==> config.mk <==
export PLATFORM = sky130hd
export DESIGN_NAME = pipeline_hazard_ctrl
export DESIGN_NICKNAME = d
export VERILOG_FILES = /design/src/rtl/pipeline_hazard_ctrl_pkg.sv /design/src/rtl/pipeline_hazard_ctrl_fwd_unit.sv /design/src/rtl/pipeline_hazard_ctrl.sv
export SDC_FILE = /design/constraint.sdc
export NUM_CORES = 1
export LEC_CHECK = 0
export BUFFER_PORTS_ARGS = -buffer_cell sky130_fd_sc_hd__clkbuf_2
export CAP_MARGIN = 20
export CORE_ASPECT_RATIO = 0.5
export CORE_MARGIN = 4
export CORE_UTILIZATION = 40
export DETAILED_ROUTE_END_ITERATION = 12
export HOLD_SLACK_MARGIN = 0.1
export PLACE_DENSITY = 0.76
export SETUP_SLACK_MARGIN = 0.02
export SLEW_MARGIN = 40
export SYNTH_ARGS = -nofsm -noshare
export SYNTH_HDL_FRONTEND = slang
export SYNTH_HIERARCHICAL = 1
export SYNTH_SLANG_ARGS = --single-unit
export TNS_END_PERCENT = 1
==> constraint.sdc <==
create_clock -name CLK -period 2.2 [get_ports CLK]
set_input_delay 0.33 -clock CLK [delete_from_list [all_inputs] [get_ports CLK]]
set_output_delay 0.33 -clock CLK [all_outputs]
set_load 0.02 [all_outputs]
==> src/rtl/pipeline_hazard_ctrl_pkg.sv <==
// Shared definitions for the pipeline hazard controller: control FSM state
// encodings, forwarding selects, the load writeback select, the NOP
// instruction word and a saturating counter helper.
package pipeline_hazard_ctrl_pkg;

    typedef enum logic [1:0] {
        ST_RUN    = 2'd0,
        ST_DRAIN  = 2'd1,
        ST_HALTED = 2'd2
    } hz_state_e;

    localparam logic [1:0]  FWD_RF       = 2'b00;
    localparam logic [1:0]  FWD_M        = 2'b01;
    localparam logic [1:0]  FWD_W        = 2'b10;
    localparam logic [1:0]  WB_MEM       = 2'b01;
    localparam logic [31:0] NOP_WORD     = 32'h0000_0013;
    localparam logic [1:0]  DRAIN_CYCLES = 2'd3;

    // Increment by one when enabled, sticking at all-ones.
    function automatic logic [15:0] sat_inc(input logic [15:0] val, input logic en);
        logic [15:0] res;
        if (en && (val != 16'hFFFF)) begin
            res = val + 16'd1;
        end else begin
            res = val;
        end
        return res;
    endfunction

endpackage

==> src/rtl/pipeline_hazard_ctrl_fwd_unit.sv <==
// fwd_unit: selects the source of one execute-stage operand.
// Ports:
//   rs_i                 execute-stage source register index
//   rdst_m_i, wen_m_n_i  memory-stage destination and active-low write enable
//   rdst_w_i, wen_w_n_i  writeback-stage destination and active-low write enable
//   sel_o                FWD_RF / FWD_M / FWD_W
module fwd_unit
    import pipeline_hazard_ctrl_pkg::*;
(
    input  logic [4:0] rs_i,
    input  logic [4:0] rdst_m_i,
    input  logic       wen_m_n_i,
    input  logic [4:0] rdst_w_i,
    input  logic       wen_w_n_i,
    output logic [1:0] sel_o
);

    logic hit_m_s;
    logic hit_w_s;

    // x0 is hard-wired zero, so a write to it never produces a forward.
    assign hit_m_s = !wen_m_n_i && (rdst_m_i != 5'd0) && (rdst_m_i == rs_i);
    assign hit_w_s = !wen_w_n_i && (rdst_w_i != 5'd0) && (rdst_w_i == rs_i);

    // The younger result in M shadows the older one in W.
    always_comb begin
        sel_o = FWD_RF;
        if (hit_m_s) begin
            sel_o = FWD_M;
        end else if (hit_w_s) begin
            sel_o = FWD_W;
        end else begin
            sel_o = FWD_RF;
        end
    end

endmodule

==> src/rtl/pipeline_hazard_ctrl.sv <==
// pipeline_hazard_ctrl: load-use stall, branch flush, operand forwarding and
// halt draining for a five-stage pipeline. State changes on the falling clock
// edge to line up with the pipeline registers.
// Ports:
//   CLK, RST                        clock, async active-high reset
//   Rs1_D/Rs2_D, Rs1_E/Rs2_E        source indices in decode / execute
//   Rdst_E/M/W, RegWrEn_E/M/W       destinations and active-low write enables
//   WBSel_E, BranchTaken_E, halt_D  load detect, taken branch, halt in decode
//   stall_F/D/E, nop_D/E            pipeline hold / bubble controls
//   FwdA_E, FwdB_E                  operand forwarding selects
//   Halted, StallCount, FlushCount  drained flag and saturating event counters
module pipeline_hazard_ctrl
    import pipeline_hazard_ctrl_pkg::*;
(
    input  logic        CLK,
    input  logic        RST,
    input  logic [4:0]  Rs1_D,
    input  logic [4:0]  Rs2_D,
    input  logic [4:0]  Rs1_E,
    input  logic [4:0]  Rs2_E,
    input  logic [4:0]  Rdst_E,
    input  logic [4:0]  Rdst_M,
    input  logic [4:0]  Rdst_W,
    input  logic        RegWrEn_E,
    input  logic        RegWrEn_M,
    input  logic        RegWrEn_W,
    input  logic [1:0]  WBSel_E,
    input  logic        BranchTaken_E,
    input  logic        halt_D,
    output logic        stall_F,
    output logic        stall_D,
    output logic        stall_E,
    output logic        nop_D,
    output logic        nop_E,
    output logic [1:0]  FwdA_E,
    output logic [1:0]  FwdB_E,
    output logic        Halted,
    output logic [15:0] StallCount,
    output logic [15:0] FlushCount
);

    hz_state_e   state_q, state_d;
    logic [1:0]  drain_cnt_q, drain_cnt_d;
    logic [15:0] stall_cnt_q, stall_cnt_d;
    logic [15:0] flush_cnt_q, flush_cnt_d;
    logic        load_hit_s;
    logic        load_use_s;
    logic        flush_s;
    logic [1:0]  fwd_a_s;
    logic [1:0]  fwd_b_s;

    // A load in E whose target is read in D; only acted on while running and
    // not overridden by a flush (decode holds a NOP while draining).
    assign load_hit_s = (WBSel_E == WB_MEM) && !RegWrEn_E && (Rdst_E != 5'd0) &&
                        ((Rdst_E == Rs1_D) || (Rdst_E == Rs2_D));
    assign load_use_s = load_hit_s && (state_q == ST_RUN) && !BranchTaken_E;
    // Once halted the pipeline is frozen, so a branch no longer flushes.
    assign flush_s    = BranchTaken_E && (state_q != ST_HALTED);

    fwd_unit u_fwd_a (
        .rs_i      (Rs1_E),
        .rdst_m_i  (Rdst_M),
        .wen_m_n_i (RegWrEn_M),
        .rdst_w_i  (Rdst_W),
        .wen_w_n_i (RegWrEn_W),
        .sel_o     (fwd_a_s)
    );

    fwd_unit u_fwd_b (
        .rs_i      (Rs2_E),
        .rdst_m_i  (Rdst_M),
        .wen_m_n_i (RegWrEn_M),
        .rdst_w_i  (Rdst_W),
        .wen_w_n_i (RegWrEn_W),
        .sel_o     (fwd_b_s)
    );

    // State, drain counter and event counter registers.
    always_ff @(negedge CLK or posedge RST) begin
        if (RST) begin
            state_q     <= ST_RUN;
            drain_cnt_q <= 2'd0;
            stall_cnt_q <= 16'd0;
            flush_cnt_q <= 16'd0;
        end else begin
            state_q     <= state_d;
            drain_cnt_q <= drain_cnt_d;
            stall_cnt_q <= stall_cnt_d;
            flush_cnt_q <= flush_cnt_d;
        end
    end

    // Next-state logic for the halt FSM and the event counters.
    always_comb begin
        state_d     = state_q;
        drain_cnt_d = drain_cnt_q;
        stall_cnt_d = sat_inc(stall_cnt_q, load_use_s);
        flush_cnt_d = sat_inc(flush_cnt_q, flush_s);
        case (state_q)
            ST_RUN: begin
                if (BranchTaken_E) begin
                    drain_cnt_d = 2'd0;
                end else if (load_use_s) begin
                    // halt_D is stalled in decode; it is re-presented next cycle.
                    state_d = ST_RUN;
                end else if (halt_D) begin
                    state_d     = ST_DRAIN;
                    drain_cnt_d = DRAIN_CYCLES;
                end else begin
                    state_d = ST_RUN;
                end
            end
            ST_DRAIN: begin
                if (BranchTaken_E) begin
                    // The halt was on the wrong path.
                    state_d     = ST_RUN;
                    drain_cnt_d = 2'd0;
                end else if (drain_cnt_q <= 2'd1) begin
                    state_d     = ST_HALTED;
                    drain_cnt_d = 2'd0;
                end else begin
                    drain_cnt_d = drain_cnt_q - 2'd1;
                end
            end
            ST_HALTED: begin
                state_d = ST_HALTED;
            end
            default: begin
                state_d     = ST_RUN;
                drain_cnt_d = 2'd0;
            end
        endcase
    end

    // Stall / bubble outputs, forced inactive while reset is asserted.
    always_comb begin
        stall_F = 1'b0;
        stall_D = 1'b0;
        stall_E = 1'b0;
        nop_D   = 1'b0;
        nop_E   = 1'b0;
        if (RST) begin
            stall_F = 1'b0;
        end else begin
            case (state_q)
                ST_RUN, ST_DRAIN: begin
                    if (flush_s) begin
                        nop_D = 1'b1;
                        nop_E = 1'b1;
                    end else if (state_q == ST_DRAIN) begin
                        stall_F = 1'b1;
                        nop_D   = 1'b1;
                    end else if (load_use_s) begin
                        stall_F = 1'b1;
                        stall_D = 1'b1;
                        nop_E   = 1'b1;
                    end else begin
                        stall_F = 1'b0;
                    end
                end
                ST_HALTED: begin
                    stall_F = 1'b1;
                    stall_D = 1'b1;
                    stall_E = 1'b1;
                end
                default: begin
                    stall_F = 1'b0;
                end
            endcase
        end
    end

    assign FwdA_E     = RST ? FWD_RF : fwd_a_s;
    assign FwdB_E     = RST ? FWD_RF : fwd_b_s;
    assign Halted     = (state_q == ST_HALTED);
    assign StallCount = stall_cnt_q;
    assign FlushCount = flush_cnt_q;

endmodule

## After elaboration in Yosys (flattened, before gate mapping)

Index checks and enable logic that the tools add are counted.
Widths: inputs -> output; s select.

- Add/sub/neg operators: 3
- Order comparisons: 1
- Equality and inequality tests: 16
- Muxes and demuxes: 36
- Bitwise gates (word level): 1
- Reductions and logical operators: 26

Operators by type and width:

| operator | count |
|---|---|
| $add 16x1->16 const B | 2 |
| $ne 16x16->1 const B | 2 |
| $eq 5x5->1 | 6 |
| $mux 2 | 14 |
| $mux 1 | 18 |
| $reduce_bool 5->1 | 3 |
| $logic_and 1x1->1 | 14 |
| $pmux 2 s3 | 2 |
| $ne 3x3->1 const B | 3 |
| $eq 2x1->1 const B | 2 |
| $logic_not 1->1 | 4 |
| $ne 2x2->1 const B | 2 |
| $pmux 1 s2 | 2 |
| $reduce_and 3->1 | 1 |
| $eq 2x2->1 const B | 1 |
| $le 2x1->1 const B | 1 |
| $logic_not 2->1 | 1 |
| $reduce_and 2->1 | 1 |
| $reduce_or 2->1 | 1 |
| $sub 2x1->2 const B | 1 |
| $logic_or 1x1->1 | 1 |
| $not 1->1 | 1 |

- Bits in registers: 36
- Input port bits: 44
- Output and inout bits: 42
- Word-level logic and storage cells: 87

## Depth between registers and ports, before layout

- Word-level depth: 11
- Mapped depth: 7
- Mapped depth without buffers: 6

## Modules after synthesis

The synthesis kept the hierarchy.

By module, submodules not included:

| module | times used | cells an instance | area each (um^2) | seq. area each (um^2) |
|---|---|---|---|---|
| pipeline_hazard_ctrl | 1 | 201 | 2,005.7 | 900.9 |
| fwd_unit | 2 | 19 | 160.2 | 0.0 |

==> impl_summary.txt <==
----------------------------------------------------
[Outcome]
  Run status ... finished with violations
  Violated checks ... negative setup slack

[Clocking]
  Maximum count of clock buffers along a single path ... 2
  Clock latency of the later-clocked register in the worst-skew pair ... 300 ps
  Clock sink count ... 36
  Number of levels in the clock H-tree ... 2
  Total clock buffers created by CTS ... 5
  Clock tree from TritonCTS ... done
  Register clock-pin slew on the reported worst setup and hold paths ... roughly 40 ps
  Master cell of the clock root buffer ... sky130_fd_sc_hd__clkbuf_16

[Floorplan]
  Overall die area ... between 7000 and 8000 um2
  Initial standard-cell utilization of the core ... a little over two fifths
  Number of I/O pins ... 86
  Die extent in y ... ~62 um
  Die width ... around 120 um
  Row cnt ... 19
  Core Footprint ... ~5600 um2

[Synthesis]
  Area contributors post-synth ... sky130_fd_sc_hd__dfrtn_1, sky130_fd_sc_hd__xnor2_1, sky130_fd_sc_hd__xor2_1, sky130_fd_sc_hd__nand3_1, sky130_fd_sc_hd__nand4_1
  Number of synthesized flops with an enable pin ... 0
  Area fraction in and, or, nand and nor cells after synthesis ... about a quarter
  Share of the synthesized netlist area taken by xor and xnor gates ... approximately 20%
  Post-Syn Instances ... between 200 and 250
  Main combinational cell family by area after synthesis ... simple AND/OR/NAND/NOR gates
  Nets in the synthesized netlist ... about 290
  Adder-cell area share of the yosys netlist ... around 1.1%
  Average instance area after synthesis ... 9.732 um2
  Synth Flop Type ... sky130_fd_sc_hd__dfrtn_1
  Cell taking the most area after synthesis ... sky130_fd_sc_hd__dfrtn_1
  FF+latch count, synth ... 36
  Number of library cell types mapped by synthesis ... 43
  Count of synthesis-stage warnings from yosys ... 6
  Async S/R FF share, synth ... between 90% and 100%
  Compound-cell area share of the yosys netlist ... a little over a tenth
  Post-synthesis sequential area ratio ... roughly two fifths
  Area share of the leading cell type in the synthesized netlist ... between 30% and 40%
  Area of the mapped netlist ... 2326 um2
  Commonest cells in the netlist ... sky130_fd_sc_hd__xnor2_1, sky130_fd_sc_hd__dfrtn_1, sky130_fd_sc_hd__nand3_1, sky130_fd_sc_hd__nand2_1, sky130_fd_sc_hd__nor2_1
  Mux cell area share after synthesis ... 1.452%
  Most frequent cell after synthesis ... sky130_fd_sc_hd__xnor2_1

[Finish]
  Number of diodes added for antenna fixing ... 0
  Final-layout fill cell count ... 390
  Syn-to-layout area delta ... 60.19%
  Ratio of cells with drive above 1 in the final layout ... about 46%
  Total number of nets in the final design ... a little over 400
  Final non-filler cell area ... between 3000 and 4000 um2

[Worst setup path]
  Critical-path top delay cell ... sky130_fd_sc_hd__dfrtn_1
  Max FO, Critical Path ... 2
  CP endpoint kind ... output pin
  Kind of start point of the critical path ... flip-flop
  Cell-by-cell trace of the critical path ... nor4b_4 -> o211ai_4 -> inv_2 -> nand2_4 -> a211oi_4 -> clkbuf_8
  Data required time of the critical path ... between 1500 and 2000 ps
  Crit-path max cell delay ... roughly 370 ps
  Worst endpoint data arrival time ... between 2000 and 3000 ps
  Kind of critical path ... flip-flop to output pin

[Timing]
  Count of final hold-check violations ... 0
  Transition at the pin with the smallest max-transition slack ... roughly 550 ps
  Count of pins over their slew limit ... 0
  Setup repair after global routing missed its margin ... true
  Clock Skew ... around 4.0 ps
  Final-layout worst hold slack ... 461.3 ps
  Worst slew margin relative to its limit ... between 60% and 70%
  Final setup margin ... -832.2 ps
  Total of endpoints with negative setup slack in the final report ... between 50 and 60

[Global routing]
  Overflow left after global routing ... 0
  Pin count of the biggest net entering global routing ... 37
  Vias in the first global route ... ~2400
  Number of antenna violations at the first check in global routing ... 0
  First-pass GRT wire length ... roughly 11 mm
  Total global-route track usage ... 18.88%

[Detailed routing]
  Routed vias/inst ... around 5.3
  DRT iter0 DRCs ... slightly below 100
  Number of optimization iterations in the first detailed-route pass ... 4
  Wire length per cell ... ~16 um
  Drc violations ... 0
  Number of nets with antenna violations after detailed routing ... 0
  Total Routed Length ... 6.881 mm
  Vias ... around 2300

[Flow run]
  Total of max-cap violations ... 0

[Power]
  IR Drop Worst-Case VDD ... a little under 0.4 mV
  Power per standard cell area ... 701.5 nW/um2
  Leakage power total ... about 1.7 nW

[Min path]
  Class of the most critical hold timing path ... flip-flop to flip-flop

[Place]
  Count of input and output buffers ... 85
  Detailed-placement wirelength estimate ... ~4.8 mm
  Routability Congestion ... between 0.8 and 0.9
  Pre-CTS setup slack ... -829.7 ps
  Total placed instance area ... about 3100 um2

----------------------------------------------------
[layer usage]
layer / part of all wire, % / vias to the layer above / wire length, um / GRT usage [%]
met2: 52 / 56 / 3560 / 34.75
met3: 4.2 / 11 / 289 / 3.675
li1: - / 1118 / - / -
met4: 1.4 / 0 / 95 / 5.620
met1: 43 / 1147 / 2937 / 23.19
met5: 0 / - / 0 / 0
[cell usage in the layout (no fill, tap or decap), types with 3 or more instances in the layout]
master and instances:
sky130_fd_sc_hd__a31oi_1 3, sky130_fd_sc_hd__and2_1 5, sky130_fd_sc_hd__and3_1 11, sky130_fd_sc_hd__buf_4 37
sky130_fd_sc_hd__buf_6 5, sky130_fd_sc_hd__clkbuf_16 5, sky130_fd_sc_hd__clkbuf_2 48, sky130_fd_sc_hd__clkbuf_8 34
sky130_fd_sc_hd__dfrtn_1 36, sky130_fd_sc_hd__inv_1 4, sky130_fd_sc_hd__mux2_2 3, sky130_fd_sc_hd__nand2_1 15
sky130_fd_sc_hd__nand3_1 14, sky130_fd_sc_hd__nand3_2 3, sky130_fd_sc_hd__nand4_1 12, sky130_fd_sc_hd__nor2_1 11
sky130_fd_sc_hd__nor2b_1 5, sky130_fd_sc_hd__nor3_1 5, sky130_fd_sc_hd__nor3_2 3, sky130_fd_sc_hd__nor4_1 4
sky130_fd_sc_hd__nor4_2 3, sky130_fd_sc_hd__xnor2_1 39, sky130_fd_sc_hd__xor2_1 12
[worst paths after layout]
check	endpoint	start	slack [ps]	depth (start not counted)
max in group asynchronous	StallCount[3]	RST	770	3
min	StallCount[15]	StallCount[15]	460	1
max	stall_F	state_q[0]	-830	6
min reg2reg	StallCount[15]	StallCount[15]	460	1
max reg2reg	StallCount[1]	StallCount[0]	50	7
min in group asynchronous	state_q[1]	RST	1190	3
[cell families after synthesis]
logic type | Yosys count
compound gates | 27
xor+xnor | 53
fa+ha+maj | 2
buf+inv | 13
flops | 36
mux | 3
simple gates | 105
[state kept, by name, indices dropped and copies added, names as in the netlist]
register and flops:
StallCount 16, drain_cnt_q 2, FlushCount 16, state_q 2
[power breakdown]
group	internal, mW	switching, mW	leakage (nW)
combinational	0.516	0.505	1.18
clock	0.451	0.270	0.0701
sequential	0.769	0.103	0.481
[cell type report]
type / count / area (um2) / area share, %
multi-input cells: 190 / 1488 / 39.93
repair buffers: 126 / 1074 / 28.81
flip-flops and latches: 36 / 900.9 / 24.18
clock buffers: 7 / 142.6 / 3.828
well taps: 73 / 91.34 / 2.451
inverters: 6 / 22.52 / 0.6044
clock inverters: 1 / 7.507 / 0.2015
[critical path: cells and delay by family, from the launching register on]
| kind | cells | cell delay (ps) |
|---|---|---|
| buffers and inverters | 2 | 280 |
| AO/OA/AOI/OAI | 2 | 320 |
| AND/OR/NAND/NOR | 2 | 340 |
| flip-flops | 1 | 370 |
[repair_timing]
action / in CTS / in global routing
cloned: 0 / 0
resized for setup: 80 / 17
hold buffers: 0 / 0
pin swaps: 9 / 8
buffers inserted: 2 / 0
endpoints found under the setup margin: 62 / 66
[through the flow]
| step | instances | setup TNS, ps | utilization [%] | total power [mW] |
|---|---|---|---|---|
| 2_1_floorplan | 239 | -15210 | - | 1.356 |
| 3_3_place_gp | 429 | -19250 | 56.52 | 1.687 |
| 3_5_place_dp | 429 | -19800 | 56.52 | 1.723 |
| 4_1_cts | 439 | -17140 | 65.81 | 2.595 |
| 5_1_grt | 439 | -19430 | 66.98 | 2.737 |
| 6_report | 439 | -17250 | 66.98 | 2.614 |
(Power assumes the default switching activity.)
